File: src/rtl/alu_iterative_if.sv
// Request/response bundle for alu_iterative: request side (in_*, alu_sel, operands),
// response side (out_*, result, flags) and the FSM state for observation.
interface alu_iterative_if #(
  parameter int XLEN = 32
);
  // Handshake: a transfer happens on a rising edge where valid & ready are both 1;
  // valid and its payload stay stable until that transfer, ready never depends on valid.
  logic            in_valid;
  logic            in_ready;
  logic [3:0]      alu_sel;
  logic [XLEN-1:0] op_a;
  logic [XLEN-1:0] op_b;
  logic            out_valid;
  logic            out_ready;
  logic [XLEN-1:0] result;
  logic            zf;
  logic            cf;
  logic            vf;
  logic            sf;
  logic [1:0]      dbg_state;

  modport master (
    output in_valid, alu_sel, op_a, op_b, out_ready,
    input  in_ready, out_valid, result, zf, cf, vf, sf, dbg_state
  );

  modport slave (
    input  in_valid, alu_sel, op_a, op_b, out_ready,
    output in_ready, out_valid, result, zf, cf, vf, sf, dbg_state
  );
endinterface

File: src/rtl/alu_iterative.sv
// Execute-stage ALU with valid/ready on both sides; shifts run serially at 1 bit/cycle.
// Define FAST_SHIFT_EN to replace the serial shifter with a single-cycle barrel shifter.
module alu_iterative #(
  parameter int XLEN    = 32,
  parameter int SHAMT_W = 5
) (
  input  logic             clk,
  input  logic             rst,
  alu_iterative_if.slave   bus
);

  localparam logic [3:0] OP_ADD  = 4'b0000;
  localparam logic [3:0] OP_SUB  = 4'b0001;
  localparam logic [3:0] OP_LUI  = 4'b0010;
  localparam logic [3:0] OP_OR   = 4'b0100;
  localparam logic [3:0] OP_AND  = 4'b0101;
  localparam logic [3:0] OP_XOR  = 4'b0111;
  localparam logic [3:0] OP_SLL  = 4'b1000;
  localparam logic [3:0] OP_SRL  = 4'b1001;
  localparam logic [3:0] OP_SRA  = 4'b1010;
  localparam logic [3:0] OP_SLT  = 4'b1101;
  localparam logic [3:0] OP_SLTU = 4'b1111;

  typedef enum logic [1:0] {
    S_IDLE  = 2'd0,
    S_SHIFT = 2'd1,
    S_DONE  = 2'd2
  } state_t;

  state_t state, state_nx;

  logic [XLEN-1:0]    res_q;
  logic               zf_q, cf_q, vf_q, sf_q;
  logic               accept;
  logic               go_shift;
  logic [SHAMT_W-1:0] shamt;

  logic [XLEN-1:0]    alu_res;
  logic               alu_cf, alu_vf;
  logic [XLEN-1:0]    b_eff;
  logic [XLEN:0]      sum;
  logic               is_sub;

  assign shamt = bus.op_b[SHAMT_W-1:0];

  always_comb begin
    bus.in_ready = (state == S_IDLE) | ((state == S_DONE) & bus.out_ready);
    accept       = bus.in_valid & bus.in_ready;
  end

  // Single-cycle datapath; SUB is A + ~B + 1 so cf reads as "no borrow".
  always_comb begin
    alu_res = '0;
    alu_cf  = 1'b0;
    alu_vf  = 1'b0;
    is_sub  = (bus.alu_sel == OP_SUB);
    b_eff   = is_sub ? ~bus.op_b : bus.op_b;
    sum     = {1'b0, bus.op_a} + {1'b0, b_eff} + {{XLEN{1'b0}}, is_sub};
    case (bus.alu_sel)
      OP_ADD, OP_SUB: begin
        alu_res = sum[XLEN-1:0];
        alu_cf  = sum[XLEN];
        alu_vf  = (bus.op_a[XLEN-1] == b_eff[XLEN-1]) && (sum[XLEN-1] != bus.op_a[XLEN-1]);
      end
      OP_LUI:  alu_res = bus.op_b;
      OP_OR:   alu_res = bus.op_a | bus.op_b;
      OP_AND:  alu_res = bus.op_a & bus.op_b;
      OP_XOR:  alu_res = bus.op_a ^ bus.op_b;
      OP_SLT:  alu_res = {{(XLEN-1){1'b0}}, ($signed(bus.op_a) < $signed(bus.op_b))};
      OP_SLTU: alu_res = {{(XLEN-1){1'b0}}, (bus.op_a < bus.op_b)};
`ifdef FAST_SHIFT_EN
      OP_SLL:  alu_res = bus.op_a << shamt;
      OP_SRL:  alu_res = bus.op_a >> shamt;
      OP_SRA:  alu_res = $signed(bus.op_a) >>> shamt;
`else
      // Only reached for a zero shift amount; non-zero amounts go through S_SHIFT.
      OP_SLL, OP_SRL, OP_SRA: alu_res = bus.op_a;
`endif
      default: alu_res = '0;
    endcase
  end

`ifdef FAST_SHIFT_EN
  assign go_shift = 1'b0;
`else
  localparam logic [SHAMT_W-1:0] CNT_ONE = {{(SHAMT_W-1){1'b0}}, 1'b1};

  logic [SHAMT_W-1:0] cnt;
  logic [1:0]         shift_sel;
  logic [XLEN-1:0]    shift_nx;

  assign go_shift = ((bus.alu_sel == OP_SLL) || (bus.alu_sel == OP_SRL) ||
                     (bus.alu_sel == OP_SRA)) && (shamt != '0);

  // During SRA the MSB of res_q never changes, so it is the captured A[XLEN-1].
  always_comb begin
    case (shift_sel)
      2'b00:   shift_nx = {res_q[XLEN-2:0], 1'b0};
      2'b01:   shift_nx = {1'b0, res_q[XLEN-1:1]};
      default: shift_nx = {res_q[XLEN-1], res_q[XLEN-1:1]};
    endcase
  end
`endif

  always_comb begin
    state_nx = state;
    case (state)
      S_IDLE: begin
        if (accept) state_nx = go_shift ? S_SHIFT : S_DONE;
      end
`ifndef FAST_SHIFT_EN
      S_SHIFT: begin
        if (cnt == CNT_ONE) state_nx = S_DONE;
      end
`endif
      S_DONE: begin
        if (bus.out_ready) state_nx = accept ? (go_shift ? S_SHIFT : S_DONE) : S_IDLE;
      end
      default: state_nx = S_IDLE;
    endcase
  end

  always_ff @(posedge clk) begin
    if (rst) begin
      state <= S_IDLE;
      res_q <= '0;
      zf_q  <= 1'b0;
      cf_q  <= 1'b0;
      vf_q  <= 1'b0;
      sf_q  <= 1'b0;
`ifndef FAST_SHIFT_EN
      cnt       <= '0;
      shift_sel <= 2'b00;
`endif
    end else begin
      state <= state_nx;
      if (accept && !go_shift) begin
        res_q <= alu_res;
        zf_q  <= (alu_res == '0);
        cf_q  <= alu_cf;
        vf_q  <= alu_vf;
        sf_q  <= alu_res[XLEN-1];
      end
`ifndef FAST_SHIFT_EN
      else if (accept) begin
        res_q     <= bus.op_a;
        cnt       <= shamt;
        shift_sel <= bus.alu_sel[1:0];
        zf_q      <= 1'b0;
        cf_q      <= 1'b0;
        vf_q      <= 1'b0;
        sf_q      <= 1'b0;
      end else if (state == S_SHIFT) begin
        res_q <= shift_nx;
        cnt   <= cnt - CNT_ONE;
        if (cnt == CNT_ONE) begin
          zf_q <= (shift_nx == '0);
          sf_q <= shift_nx[XLEN-1];
        end
      end
`endif
    end
  end

  assign bus.out_valid = (state == S_DONE);
  assign bus.result    = res_q;
  assign bus.zf        = zf_q;
  assign bus.cf        = cf_q;
  assign bus.vf        = vf_q;
  assign bus.sf        = sf_q;
  assign bus.dbg_state = state;

endmodule
File: src/flat_wrapper.sv
// flat-port wrapper written by rule: the top's interface ports become plain ports
module alu_iterative_flat 
#(
  parameter int XLEN    = 32,
  parameter int SHAMT_W = 5
)
  (clk, rst, bus_in_valid, bus_alu_sel, bus_op_a, bus_op_b, bus_out_ready, bus_in_ready, bus_out_valid, bus_result, bus_zf, bus_cf, bus_vf, bus_sf, bus_dbg_state);
  alu_iterative_if #(.XLEN(XLEN)) bus_i ();
  input  logic clk;
  input  logic rst;
  input wire logic [$bits(bus_i.in_valid)-1:0] bus_in_valid;
  input wire logic [$bits(bus_i.alu_sel)-1:0] bus_alu_sel;
  input wire logic [$bits(bus_i.op_a)-1:0] bus_op_a;
  input wire logic [$bits(bus_i.op_b)-1:0] bus_op_b;
  input wire logic [$bits(bus_i.out_ready)-1:0] bus_out_ready;
  output wire logic [$bits(bus_i.in_ready)-1:0] bus_in_ready;
  output wire logic [$bits(bus_i.out_valid)-1:0] bus_out_valid;
  output wire logic [$bits(bus_i.result)-1:0] bus_result;
  output wire logic [$bits(bus_i.zf)-1:0] bus_zf;
  output wire logic [$bits(bus_i.cf)-1:0] bus_cf;
  output wire logic [$bits(bus_i.vf)-1:0] bus_vf;
  output wire logic [$bits(bus_i.sf)-1:0] bus_sf;
  output wire logic [$bits(bus_i.dbg_state)-1:0] bus_dbg_state;
  assign bus_i.in_valid = bus_in_valid;
  assign bus_i.alu_sel = bus_alu_sel;
  assign bus_i.op_a = bus_op_a;
  assign bus_i.op_b = bus_op_b;
  assign bus_i.out_ready = bus_out_ready;
  assign bus_in_ready = bus_i.in_ready;
  assign bus_out_valid = bus_i.out_valid;
  assign bus_result = bus_i.result;
  assign bus_zf = bus_i.zf;
  assign bus_cf = bus_i.cf;
  assign bus_vf = bus_i.vf;
  assign bus_sf = bus_i.sf;
  assign bus_dbg_state = bus_i.dbg_state;
  alu_iterative #(.XLEN(XLEN), .SHAMT_W(SHAMT_W)) u_core (.clk(clk), .rst(rst), .bus(bus_i));
endmodule
File: config.mk
export PLATFORM = sky130hd
export DESIGN_NAME = alu_iterative_flat
export DESIGN_NICKNAME = d
export VERILOG_FILES = /design/src/rtl/alu_iterative_if.sv /design/src/rtl/alu_iterative.sv /design/src/flat_wrapper.sv
export SDC_FILE = /design/constraint.sdc
export NUM_CORES = 1
export LEC_CHECK = 0
export ABC_AREA = 1
export CORE_MARGIN = 2
export CORE_UTILIZATION = 58
export CTS_CLUSTER_DIAMETER = 30
export DETAILED_ROUTE_END_ITERATION = 16
export PLACE_DENSITY = 0.82
export SLEW_MARGIN = 20
export SYNTH_ARGS = -nofsm -noshare
export SYNTH_HDL_FRONTEND = slang
export SYNTH_SLANG_ARGS = --single-unit
File: constraint.sdc
create_clock -name clk -period 3.73 [get_ports clk]
set_input_delay 0.373 -clock clk [delete_from_list [all_inputs] [get_ports clk]]
set_output_delay 0.373 -clock clk [all_outputs]
set_load 0.005 [all_outputs]
==> flow_summary.yaml <==
run_status:
  status: "completed"
floorplanning:
  initial_core_util_pct: 58.7
  die_height_um: 125
  io_pins: 112
  core_um2: 14400
  core.rowCount: 44
  die-area_um2: 15600
  die_w_um: 125
route:
  drc: 0
  drtIter0Drc: 1562
  ant_nets: 0
  avgRoutedWirePerCell_um: 18.5
  first_pass_iters: 6
  wirelength_um: 32400
  vias: 10570
  via_per_inst: 6.04
global_route:
  grt_pass1_vias: 9502
  gr-total-overflow: 0
  grtUsageTotal_pct: 40.4
  grt_max_degree: 42
  antenna_found_initial: 1
  grt_pass1_wl_um: 51200
power:
  switching_share_pct: 44.5
  intPower_w: 0.00144
  clkPwrFrac_pct: 19.3
  p_total_w: 0.00260
  leakage_nw: 5.24
  pwr_density_cell_nw_per_um2: 251
  share_comb_of_total_power_pct: 57.9
  ir_drop_mv: 0.187
  p_switching_w: 0.00115
  seqPwrFrac_pct: 22.8
synth:
  syn_area_per_cell_um2: 5.97
  yosysUniqueCellTypes: 49
  synthesis.area_um2: 8470
  async_flop_share_pct: 0
  yosysWarningCount: 0
  synthMuxAreaShare_pct: 1.18
  synth_top_family_by_area: "simple AND/OR/NAND/NOR gates"
  yosys.area_share.simple_pct: 30.8
  synth_ff_type: "dfxtp_1"
  synth_seq_cells: 45
  synthCells: 1420
  synth-edff-count: 0
  ys_seq_area_share_pct: 10.6
  synth_adder_area_share_pct: 20.5
  synthXorXnorAreaFrac_pct: 3.31
  syn-num-nets: 1630
  synth-compound-area-share_pct: 21.6
worst_setup_path:
  critPathSlowestCell: "clkdlybuf4s50_1"
  crit_chain: "clkdlybuf4s50_1 > inv_2 > nor2_2 > nand2_2 > buf_6 > buf_4 > xor2_1 > ha_1 > nand2_1 > nor3_1 > and2_1 > nand2_1 > nand2_1 > nand2_1 > nand3_1 > nand2_1 > nor2_2 > nand2_1 > nor2_1 > nand4_1 > a21oi_1"
  arrival_ns: 3.81
  cp-end-kind: "flip-flop"
  path_delay_family: "simple AND/OR/NAND/NOR gates"
  worstSetupPathType: "input pin to flip-flop"
  critPathMaxStageDelay_ns: 0.50
  startpoint_type: "input pin"
  cp_common_cell: "nand2_1"
  required_ns: 3.95
  path_max_fanout: 11
  critical_path_buf_inv_count: 4
timing:
  finClkSkew_ns: 0.00388
  hold_violations: 0
  fin_crit_ns: 3.59
  setup_tns_ns: 0
  max_freq_mhz: 278
  setup_viol: 0
  slew_violations: 0
  slew_headroom_pct: 27.7
  fin_crit_sh_pct: 96.4
  worstMarginPinSlew_ns: 1.08
clock_tree:
  insertion_delay_ns: 0.29
  cts_setup_buffers: 0
  cts.sinks: 45
  cts-buffers-inserted: 5
  clk_pin_slew_ns: 0.06
  cts-root-buf: "clkbuf_16"
  cts.path.max_buffers: 2
  cts_tree: "done"
  htree_levels: 2
placement:
  gp_congestion: 1.05
  dp.cells: 1743
  io_buffers: 111
  hpwlAfterDp_um: 26100
flow_run:
  maxCapViolations: 0
layout:
  layout_commonest_cell: "nand2_1"
  area_growth_pct: 22.1
  layout-drive-gt1-share_pct: 6.90
  layout_common_cells: "334 x nand2_1, 205 x inv_1, 137 x ha_1"
  fin_nets: 1776
  instances_no_fill: 1751
worst_hold_path:
  hold_class: "flip-flop to flip-flop"
-- per-stage QoR --
step                hold slack, ns  setup slack, ns  cell area (um2)  utilization, %
floorplan                    0.442            0.882             8470               -
global placement             0.457           -0.187            10200            70.4
detailed placement           0.474           -0.144            10200            70.4
CTS                          0.483            0.132            10300            71.6
global route                 0.506          -0.0599            10300            71.7
finish                       0.484            0.135            10300            71.7
-- repair_timing --
item,in CTS,in global routing
endpoints found under the setup margin,0,2
gates resized for setup,0,5
hold endpoints to repair,0,0
hold buffers,0,0
-- worst paths after layout --
path                             from            end  slack, ns  cells after the start
setup / recovery       bus_alu_sel[0]  u_core.bus.zf       0.14                     21
hold / removal          u_core.bus.cf  u_core.bus.cf       0.48                      2
setup reg to reg  u_core.shift_sel[1]  u_core.bus.zf       1.30                      8
hold reg to reg         u_core.bus.cf  u_core.bus.cf       0.48                      2
-- cell usage after synthesis (6+ instances only) --
cell        n  area (um2)
buf_2       9        45.0
o221ai_1    6        52.6
nor4_1      6        37.5
dfxtp_1    45         901
nand2_1   335        1260
nor2_1    138         518
mux2i_1    10         100
a21oi_1    78         390
nand3_1    87         435
nand3b_1    8        60.1
inv_1     205         769
a22oi_1    11        82.6
xor2_1     32         280
a211oi_1   14         105
ha_1      137        1710
nand4_1    12        75.1
clkbuf_1   22        82.6
nor3_1     18        90.1
a31oi_1    36         225
o22ai_1    19         119
o21bai_1   11        82.6
o21ai_1     6        30.0
inv_2       8        30.0
o21ai_0   113         566
-- worst min-delay path, delay by kind of cell (launching register included) --
kind	cells	cell delay, ns
flip-flops	1	0.32
AND/OR/NAND/NOR	1	0.06
AO/OA/AOI/OAI	1	0.06
-- layer usage --
metal  up-vias  part of all wire [%]  track usage (%)
met2       725                    42             63.0
met3        93                    13             5.76
met1      4748                    42             58.5
li1       5004                     -                -
met4         0                   2.9             10.3
met5         -                     0                0
-- cell families after synthesis --
kind of cell | count (synthesis)
buf+inv | 259
fa+ha+maj | 138
mux | 10
flops | 45
xor+xnor | 32
compound gates | 312
simple gates | 624
-- registers in the layout (all words and copies together), names as in the netlist --
name and count:
u_core.cnt 5, u_core.bus.sf 1, u_core.shift_sel 2, u_core.bus.zf 1
u_core.bus.result 32, u_core.bus.vf 1, u_core.bus.cf 1, u_core.bus.dbg_state 2
-- power groups by stage --
stage          Combinational (W)  Clock (W)  Sequential (W)
2_1_floorplan           0.000854          0        0.000587
3_3_place_gp             0.00142          0        0.000598
3_5_place_dp             0.00144          0        0.000598
4_1_cts                  0.00145   0.000495        0.000588
5_1_grt                  0.00165   0.000513        0.000598
6_report                 0.00150   0.000502        0.000591
-- final cells by class --
type / instances / area (um2)
Clock inverter: 2 / 35.0
Antenna cell: 1 / 2.50
Inverter: 216 / 811
Timing Repair Buffer: 182 / 1660
Fill cell: 1326 / 4080
Tap cell: 184 / 230
Sequential cell: 45 / 901
Multi-Input combinational cell: 1116 / 6580
Clock buffer: 5 / 125
Note: power is estimated with default switching activity, not from simulation.
